`config.mk`:
```
export PLATFORM = sky130hd
export DESIGN_NAME = uart_tx_byte
export DESIGN_NICKNAME = d
export VERILOG_FILES = /design/src/rtl/uart_tx_byte.sv
export SDC_FILE = /design/constraint.sdc
export NUM_CORES = 1
export LEC_CHECK = 0
export ABC_AREA = 1
export BUFFER_PORTS_ARGS = -buffer_cell sky130_fd_sc_hd__buf_2
export CORE_UTILIZATION = 50
export CTS_BUF_LIST = sky130_fd_sc_hd__clkbuf_8
export DETAILED_ROUTE_END_ITERATION = 16
export PLACE_DENSITY = 0.71
export SLEW_MARGIN = 0
export SYNTH_ARGS = -nofsm -noshare
export SYNTH_HDL_FRONTEND = slang
export SYNTH_SLANG_ARGS = --single-unit
```
`constraint.sdc`:
```
create_clock -name clk -period 1.9 [get_ports clk]
set_clock_uncertainty 0.15 [all_clocks]
set_input_delay 0.285 -clock clk [delete_from_list [all_inputs] [get_ports clk]]
set_output_delay 0.285 -clock clk [all_outputs]
set_load 0.05 [all_outputs]
```
`src/rtl/uart_tx_byte.sv`:
```
// UART byte transmitter: 8 data bits LSB first, optional even parity, 1 or 2 stop bits.
// Latency: tx drops to the start bit in the cycle after the accept edge; a frame lasts (1+8+PARITY_EN+STOP_BITS)*CLKS_PER_BIT cycles.
// Backpressure: in_ready is high only in IDLE; bytes offered while a frame is in progress are not taken and nothing is buffered.
module uart_tx_byte #(
    parameter int CLKS_PER_BIT = 4,
    parameter int STOP_BITS    = 1,
    parameter bit PARITY_EN    = 1'b0
) (
    input  logic       clk,
    input  logic       reset,
    input  logic [7:0] in_data,
    input  logic       in_valid,
    output logic       in_ready,
    output logic       tx,
    output logic       busy,
    output logic       frame_done
);

    localparam int CNT_W = (CLKS_PER_BIT > 1) ? $clog2(CLKS_PER_BIT) : 1;
    localparam logic [CNT_W-1:0] CNT_LAST  = CNT_W'(CLKS_PER_BIT - 1);
    localparam logic [2:0]       STOP_LAST = 3'(STOP_BITS - 1);

    typedef enum logic [2:0] {
        IDLE   = 3'd0,
        START  = 3'd1,
        DATA   = 3'd2,
        PARITY = 3'd3,
        STOP   = 3'd4
    } state_t;

    state_t           state, state_nxt;
    logic [CNT_W-1:0] cnt, cnt_nxt;      // cycles within the current serial bit
    logic [2:0]       bit_cnt, bit_nxt;  // data bit index, reused to count stop bits
    logic [7:0]       shreg, shreg_nxt;  // captured byte, shifted right as bits go out
    logic             par, par_nxt;      // even-parity bit computed once at capture
    logic             tx_nxt;
    logic             done_nxt;
    logic             bit_end;

    // Status decodes straight off the state register, so in_ready never depends on in_valid.
    assign in_ready = (state == IDLE);
    assign busy     = (state != IDLE);
    assign bit_end  = (cnt == CNT_LAST);

    // State and datapath registers; reset aborts any frame and forces the line idle.
    always_ff @(posedge clk or negedge reset) begin
        if (!reset) begin
            state      <= IDLE;
            cnt        <= '0;
            bit_cnt    <= '0;
            shreg      <= '0;
            par        <= 1'b0;
            tx         <= 1'b1;
            frame_done <= 1'b0;
        end else begin
            state      <= state_nxt;
            cnt        <= cnt_nxt;
            bit_cnt    <= bit_nxt;
            shreg      <= shreg_nxt;
            par        <= par_nxt;
            tx         <= tx_nxt;
            frame_done <= done_nxt;
        end
    end

    // Next-state and next-output logic; tx is computed one cycle ahead so the line is a clean flop.
    always_comb begin
        state_nxt = state;
        cnt_nxt   = cnt;
        bit_nxt   = bit_cnt;
        shreg_nxt = shreg;
        par_nxt   = par;
        tx_nxt    = tx;
        done_nxt  = 1'b0;

        if (state != IDLE) begin
            cnt_nxt = bit_end ? '0 : cnt + 1'b1;
        end

        case (state)
            IDLE: begin
                tx_nxt = 1'b1;
                if (in_valid) begin
                    state_nxt = START;
                    shreg_nxt = in_data;
                    par_nxt   = ^in_data;
                    tx_nxt    = 1'b0;
                    cnt_nxt   = '0;
                    bit_nxt   = '0;
                end
            end
            START: begin
                if (bit_end) begin
                    state_nxt = DATA;
                    tx_nxt    = shreg[0];
                    bit_nxt   = '0;
                end
            end
            DATA: begin
                if (bit_end) begin
                    if (bit_cnt == 3'd7) begin
                        bit_nxt = '0;
                        if (PARITY_EN) begin
                            state_nxt = PARITY;
                            tx_nxt    = par;
                        end else begin
                            state_nxt = STOP;
                            tx_nxt    = 1'b1;
                        end
                    end else begin
                        bit_nxt   = bit_cnt + 3'd1;
                        shreg_nxt = {1'b0, shreg[7:1]};
                        tx_nxt    = shreg[1];
                    end
                end
            end
            PARITY: begin
                if (bit_end) begin
                    state_nxt = STOP;
                    tx_nxt    = 1'b1;
                    bit_nxt   = '0;
                end
            end
            STOP: begin
                tx_nxt = 1'b1;
                if (bit_end) begin
                    if (bit_cnt == STOP_LAST) begin
                        state_nxt = IDLE;
                        bit_nxt   = '0;
                        done_nxt  = 1'b1;
                    end else begin
                        bit_nxt = bit_cnt + 3'd1;
                    end
                end
            end
            default: begin
                state_nxt = IDLE;
                tx_nxt    = 1'b1;
            end
        endcase
    end

endmodule

```
==> impl_results.md, run 1 <==
- Hold Path Class: in2reg
- Avg Inst Size Synth: around 7.6 um^2
- Layout cells sized above 1: around 20%
- Post-synthesis mux area share: 0%
- Largest cells by area after synthesis: dfrtp_1, nand2_1, nand3_1
- Drt initial violations: 30
- Setup TNS: 0 ns
- Chip Height: slightly below 50 um
- GPL Wtd Cong: 0.8712
- Place WS: 0.2386 ns
- Clock slew at reported path FFs: around 0.07 ns
- #FFs+latches synth: 18
- Max H-tree Level: 1
- Crit. End Element: output pin
- Worst Hold Endpoint: shreg[7]
- Worst R2R Start: bit_cnt[1]
- Post-DP Area: ~1200 um^2
- Max-cap violations: 0
- Final Cycle Share: 94.74%
- Cells after Synth: around 140
- Final setup fails: 0
- Number of flops mapped to enable cells by yosys: 0
- Largest family of logic cells by synthesized area: simple AND/OR/NAND/NOR gates
- ANT cells: 0
- Required time of the critical path: roughly 1.5 ns
- Final Hold Viols: 0
- Post-synth top area share: around two fifths
- Synthesized area: between 1000 and 1500 um^2
- Crit Path Max Fanout: 6
- Worst slew pin tran: roughly 0.43 ns
- Total wire length: ~2.1 mm
- I/O Buffers: 14
- CP startpoint kind: flip-flop
- Layout area overhead: 13.76%
- Post-layout min period: ~1.8 ns
- Multi-input logic area: roughly 560 um^2
- Synth cell count leaders: nand2_1, nand3_1, dfrtp_1
- TritonCTS clock tree: done
- Non-filler instance count after layout: around 190
- Status: finished, final reports clean
- Distinct cell type count of the synthesized netlist: 22
- Slew HR: 71.12%
- Row count: 16
- Top FF cell, synth: dfrtp_1
- Dpl cells: between 150 and 200
- CTS sink cnt: 18
- R2r setup slk: around 0.23 ns
- CTS root buffer: clkbuf_8
- Post-route setup slack: between 0.09 and 0.1 ns
- Pins Over Slew Limit: 0
- Vias per inst: 5.214
- Worst-case clock buffer depth: 2
- Area leader, netlist: dfrtp_1
- Hold Startpoint: in_data[7]
- Power per standard cell area: 1670 nW/um^2
- Synth Warn #: 0
- TritonRoute pass-1 iters: 4
- Hold Slack: between 0.1 and 0.15 ns
- Initial antenna violation count: 0
- Resized Gates After CTS: 0
- Via count: ~980
- Die Footprint: 2373 um^2
- Vias in the first global route: approximately 850
- Num CTS Buffers: 3
- Most frequent cell after synthesis: nand2_1
- First-pass GRT wire length: between 3 and 4 mm
- Cell area after layout: between 1000 and 1500 um^2
- Post-synthesis compound-gate area fraction: about 4.6%
- Largest net degree at the start of global routing: 19
- Remaining DRCs: 0
- Hold depth: 3
- Drt wl/cell: about 11 um
- Die width: just under 50 um
- Peak Freq: between 0.5 and 0.6 GHz
- Simple-gate share of the synthesized area: between 40% and 50%
- Register area share after synthesis: around 41%
- Initial core utilization: 54.50%
- Fin nets: ~180
- DRT antenna net count: 0
- Adder-cell share of the synthesized area: under 10%
- Core box area: 2002 um^2
- RSZ-0062 raised after global routing: false
- All-Layer GR Usage: 20.35%
- Syn Nets: 158
- Xor/xnor cell area share of the yosys netlist: 0%
- Post-synthesis async set-or-reset flop share: 100.0%
- Register Area: about 450 um^2
- LEAKAGE: about 0.7 nW
- Crit path kind: reg2out
- Filler Cell Count: about 200
- Clock Latency Late Sink: 0.26 ns
- Dpl hpwl: 1.627 mm
- Top-level port count: 15
- Worst VDD drop: 1.292 mV
- R2R Path End: shreg[0]
- Worst Reg2Reg Path Length in Cells: 8
- CP arrival: about 1.4 ns
- GRT overflow: 0
==> how the worst max path moves through the flow <==
| stage | start | end | slack [ns] | depth (start not counted) |
|---|---|---|---|---|
| floorplan | state[0] | cnt[0] | 0.10 | 5 |
| global placement | bit_cnt[1] | shreg[4] | 0.24 | 8 |
| detailed placement | bit_cnt[1] | shreg[3] | 0.24 | 8 |
| CTS | state[1] | busy | 0.1 | 5 |
| global route | state[1] | busy | 0.01 | 5 |
| finish | state[1] | busy | 0.1 | 5 |
==> registers in the layout, indices dropped and copies added, names as in the netlist <==
signal / cells
shreg: 8
tx: 1
state: 3
bit_cnt: 3
cnt: 2
frame_done: 1
==> layer usage <==
| metal | track usage, % | wire length (um) | part of all wire (%) | vias to the layer above |
|---|---|---|---|---|
| met1 | 27.91 | 1009 | 47 | 453 |
| met4 | 8.824 | 37 | 1.7 | 0 |
| li1 | - | - | - | 488 |
| met3 | 2.830 | 95 | 4.5 | 6 |
| met2 | 31.94 | 986 | 46 | 28 |
| met5 | 0 | 0 | 0 | - |
==> worst max-delay path, stage by stage, from the launching register on <==
cell     delay, ns
dfrtp_1       0.43
inv_2         0.18
nand2_4       0.07
nor2_4        0.14
inv_1         0.08
buf_2         0.21
==> layout make-up <==
| type | count | area share, % |
|---|---|---|
| Clock buffer | 4 | 4.435 |
| Inverter | 15 | 4.536 |
| Multi-Input combinational cell | 108 | 45.46 |
| Sequential cell | 18 | 36.39 |
| Tap cell | 27 | 2.722 |
| Timing Repair Buffer | 15 | 6.452 |
==> placed cells by master (no fill, tap or decap), drive strengths merged <==
cell type,count
a21oi,1
buf,14
clkbuf,4
dfrtp,17
dfstp,1
dlygate4sd3,1
ha,4
inv,15
nand2,61
nand3,22
nand4,2
nor2,9
nor3,2
o21a,1
o21ai,3
o21bai,3
==> kinds of logic after synthesis <==
group	Yosys count
AOI/OAI and AO/OA	8
and+or+nand+nor	96
buffers and inverters	17
adders and majority gates	4
DFF	18
==> stage by stage <==
stage               util (%)  power [mW]
floorplan                  -       1.554
global placement       58.75       1.746
detailed placement     58.75       1.764
CTS                    62.00       2.084
global route           62.00       2.262
finish                 62.00       2.072
==> report_power, final <==
part | internal, mW | switching [mW]
registers | 0.546 | 0.124
clock network | 0.184 | 0.133
logic | 0.333 | 0.752
==> timing repair <==
item,CTS,global route
hold buffers,1,0
endpoints found under the hold margin,17,0
setup buffers,0,0
Power figures use the tool's default switching activity.
==> inputs of run 2 (changes only) <==
--- a/config.mk
+++ b/config.mk
@@ -7,6 +7,7 @@
 export LEC_CHECK = 0
 export ABC_AREA = 1
 export BUFFER_PORTS_ARGS = -buffer_cell sky130_fd_sc_hd__buf_2
+export CORE_MARGIN = 3
 export CORE_UTILIZATION = 50
 export CTS_BUF_LIST = sky130_fd_sc_hd__clkbuf_8
 export DETAILED_ROUTE_END_ITERATION = 16
==> impl_results.md, run 2 (same netlist as run 1, synthesis figures left out) <==
- Hold Path Class: in2reg
- CP startpoint kind: flip-flop
- Vias in the first global route: 825 (-2.5%)
- ANT cells: 0 (unchanged)
- Die Footprint: 2778 um^2 (+17%)
- GRT overflow: 0 (unchanged)
- Worst Reg2Reg Path Length in Cells: 8 (unchanged)
- Non-filler instance count after layout: 187 (unchanged)
- Row count: 16 (unchanged)
- Worst slew pin tran: 0.4426 ns (+0.01084 ns)
- DRT antenna net count: 0 (unchanged)
- Hold depth: 3 (unchanged)
- All-Layer GR Usage: 17.90% (-2.4 points)
- Place WS: 0.2214 ns (-0.01722 ns)
- Biggest register: shreg
- Die width: 52.71 um (+8.2%)
- First-pass GRT wire length: 3.677 mm (-1.3%)
- Worst path max stage delay: 0.42 ns (about the same)
- Drt wl/cell: 11.50 um (+1.1%)
- Final core utilization: 61.45% (-0.55 points)
- CTS sink cnt: 18 (unchanged)
- Drt initial violations: 18 (-40%)
- Worst Hold Endpoint: shreg[7]
- Layout cells sized above 1: 20.63% (+0.62 points)
- Setup TNS: 0 ns (unchanged)
- Max reg flops: 8 (unchanged)
- Clock Latency Late Sink: 0.25 ns (about the same)
- Worst-case clock buffer depth: 2 (unchanged)
- Final Cycle Share: 94.45% (-0.29 points)
- CTS root buffer: clkbuf_8
- Hold Startpoint: in_data[7]
- Fin nets: 176 (unchanged)
- Crit Path Max Fanout: 6 (unchanged)
- Initial core utilization: 53.96% (-0.54 points)
- Largest net degree at the start of global routing: 19 (unchanged)
- Largest registers: shreg x8, bit_cnt x3, state x3
- Chip Height: 52.71 um (+8.2%)
- Clock slew at reported path FFs: 0.07 ns (about the same)
- Status: finished, final reports clean
- Num CTS Buffers: 3 (unchanged)
- Buf/Inv on CP: 3 (unchanged)
- Crit path kind: reg2out
- Crit-path cells: inv_2 > nand2_4 > nor2_4 > inv_1 > buf_2
- Worst VDD drop: 0.9838 mV (-24%)
- Via count: 958 (-1.7%)
- TritonCTS clock tree: done
- Post-route setup slack: 0.1055 ns (+0.005520 ns)
- Max H-tree Level: 1 (unchanged)
- Commonest cells after routing, fill and taps aside: nand2_1, nand3_1, dfrtp_1
- Remaining DRCs: 0 (unchanged)
- Slew HR: 70.50% (-0.63 points)
- Dpl hpwl: 1.640 mm (+0.77%)
- RSZ-0062 raised after global routing: false
- CP arrival: 1.36 ns (about the same)
- R2R Path End: shreg[6]
- R2r setup slk: 0.19 ns (-0.04 ns)
- Dpl cells: 182 (unchanged)
- Top-level port count: 15 (unchanged)
- Total wire length: 2.151 mm (+1.1%)
- TritonRoute pass-1 iters: 4 (unchanged)
- Core box area: 2022 um^2 (+1.0%)
- Initial antenna violation count: 0 (unchanged)
- Slowest cell on crit path: dfrtp_1
- I/O Buffers: 14 (unchanged)
- Required time of the critical path: 1.46 ns (about the same)
- CP Launch Point: state[1]
- LEAKAGE: 0.7098 nW (-0.16%)
- Multi-input logic area: 564.3 um^2 (unchanged)
- Commonest non-fill, non-tap cell in the layout: nand2_1
- Final Hold Viols: 0 (unchanged)
- Crit. End Element: output pin
- Post-layout min period: 1.795 ns (-0.005520 ns)
- Peak Freq: 0.5572 GHz (+0.31%)
- Layout area overhead: 13.88%
- Register Area: 452.9 um^2 (+0.28%)
- Power per standard cell area: 1671 nW/um^2 (about the same)
- Filler Cell Count: 191 (-3.0%)
- Worst R2R Start: bit_cnt[1]
- GPL Wtd Cong: 0.8475 (-2.7%)
- Gate family responsible for the most delay along the worst path: buffers and inverters
- Vias per inst: 5.123 (-1.7%)
- Pins Over Slew Limit: 0 (unchanged)
- Max-cap violations: 0 (unchanged)
- Final setup fails: 0 (unchanged)
[run 2: area by class of cell]
cell class | count | area share [%]
well taps | 27 | 2.719
inverters | 15 | 4.532
flip-flops and latches | 18 | 36.46
repair buffers | 15 | 6.445
multi-input cells | 108 | 45.42
clock buffers | 4 | 4.431
[run 2: repair_timing]
| item | in CTS | in global routing |
|---|---|---|
| gates resized for setup | 0 | 1 |
| endpoints found under the setup margin | 0 | 1 |
| hold buffers | 1 | 0 |
| setup buffers | 0 | 0 |
| hold endpoints to repair | 17 | 0 |
[run 2: worst min-delay path: cells and delay by family]
| family | cells | cell delay (ns) |
|---|---|---|
| buffers and inverters | 1 | 0.07 |
| and+or+nand+nor | 2 | 0.12 |
[run 2: worst max-delay path by stage]
stage | endpoint | depth (start not counted)
final | busy | 5
after global routing | busy | 5
after CTS | busy | 5
after detailed placement | shreg[6] | 8
after global placement | shreg[4] | 8
after floorplan | cnt[0] | 5
[run 2: where the power goes]
part	internal, mW	switching (mW)	leakage (nW)
clock	0.184	0.129	0.0288
combinational	0.333	0.757	0.454
sequential	0.549	0.124	0.227
total	1.07	1.01	0.710
[run 2: stage by stage]
stage / hold slack [ns] / cell area (um^2) / power [mW]
after floorplan: -0.1606 / 1091 / 1.554
after global placement: 0.09152 / 1176 / 1.742
after detailed placement: 0.08929 / 1176 / 1.762
after CTS: 0.1104 / 1241 / 2.079
after global routing: 0.1416 / 1242 / 2.255
final: 0.1122 / 1242 / 2.076
[run 2: routing by layer]
metal / routed length (um) / vias up / GRT usage, %
met3: 81 / 4 / 3.419
met4: 20 / 0 / 6.809
met2: 996 / 25 / 26.65
met5: 0 / - / 0
li1: - / 489 / -
met1: 1053 / 440 / 25.45
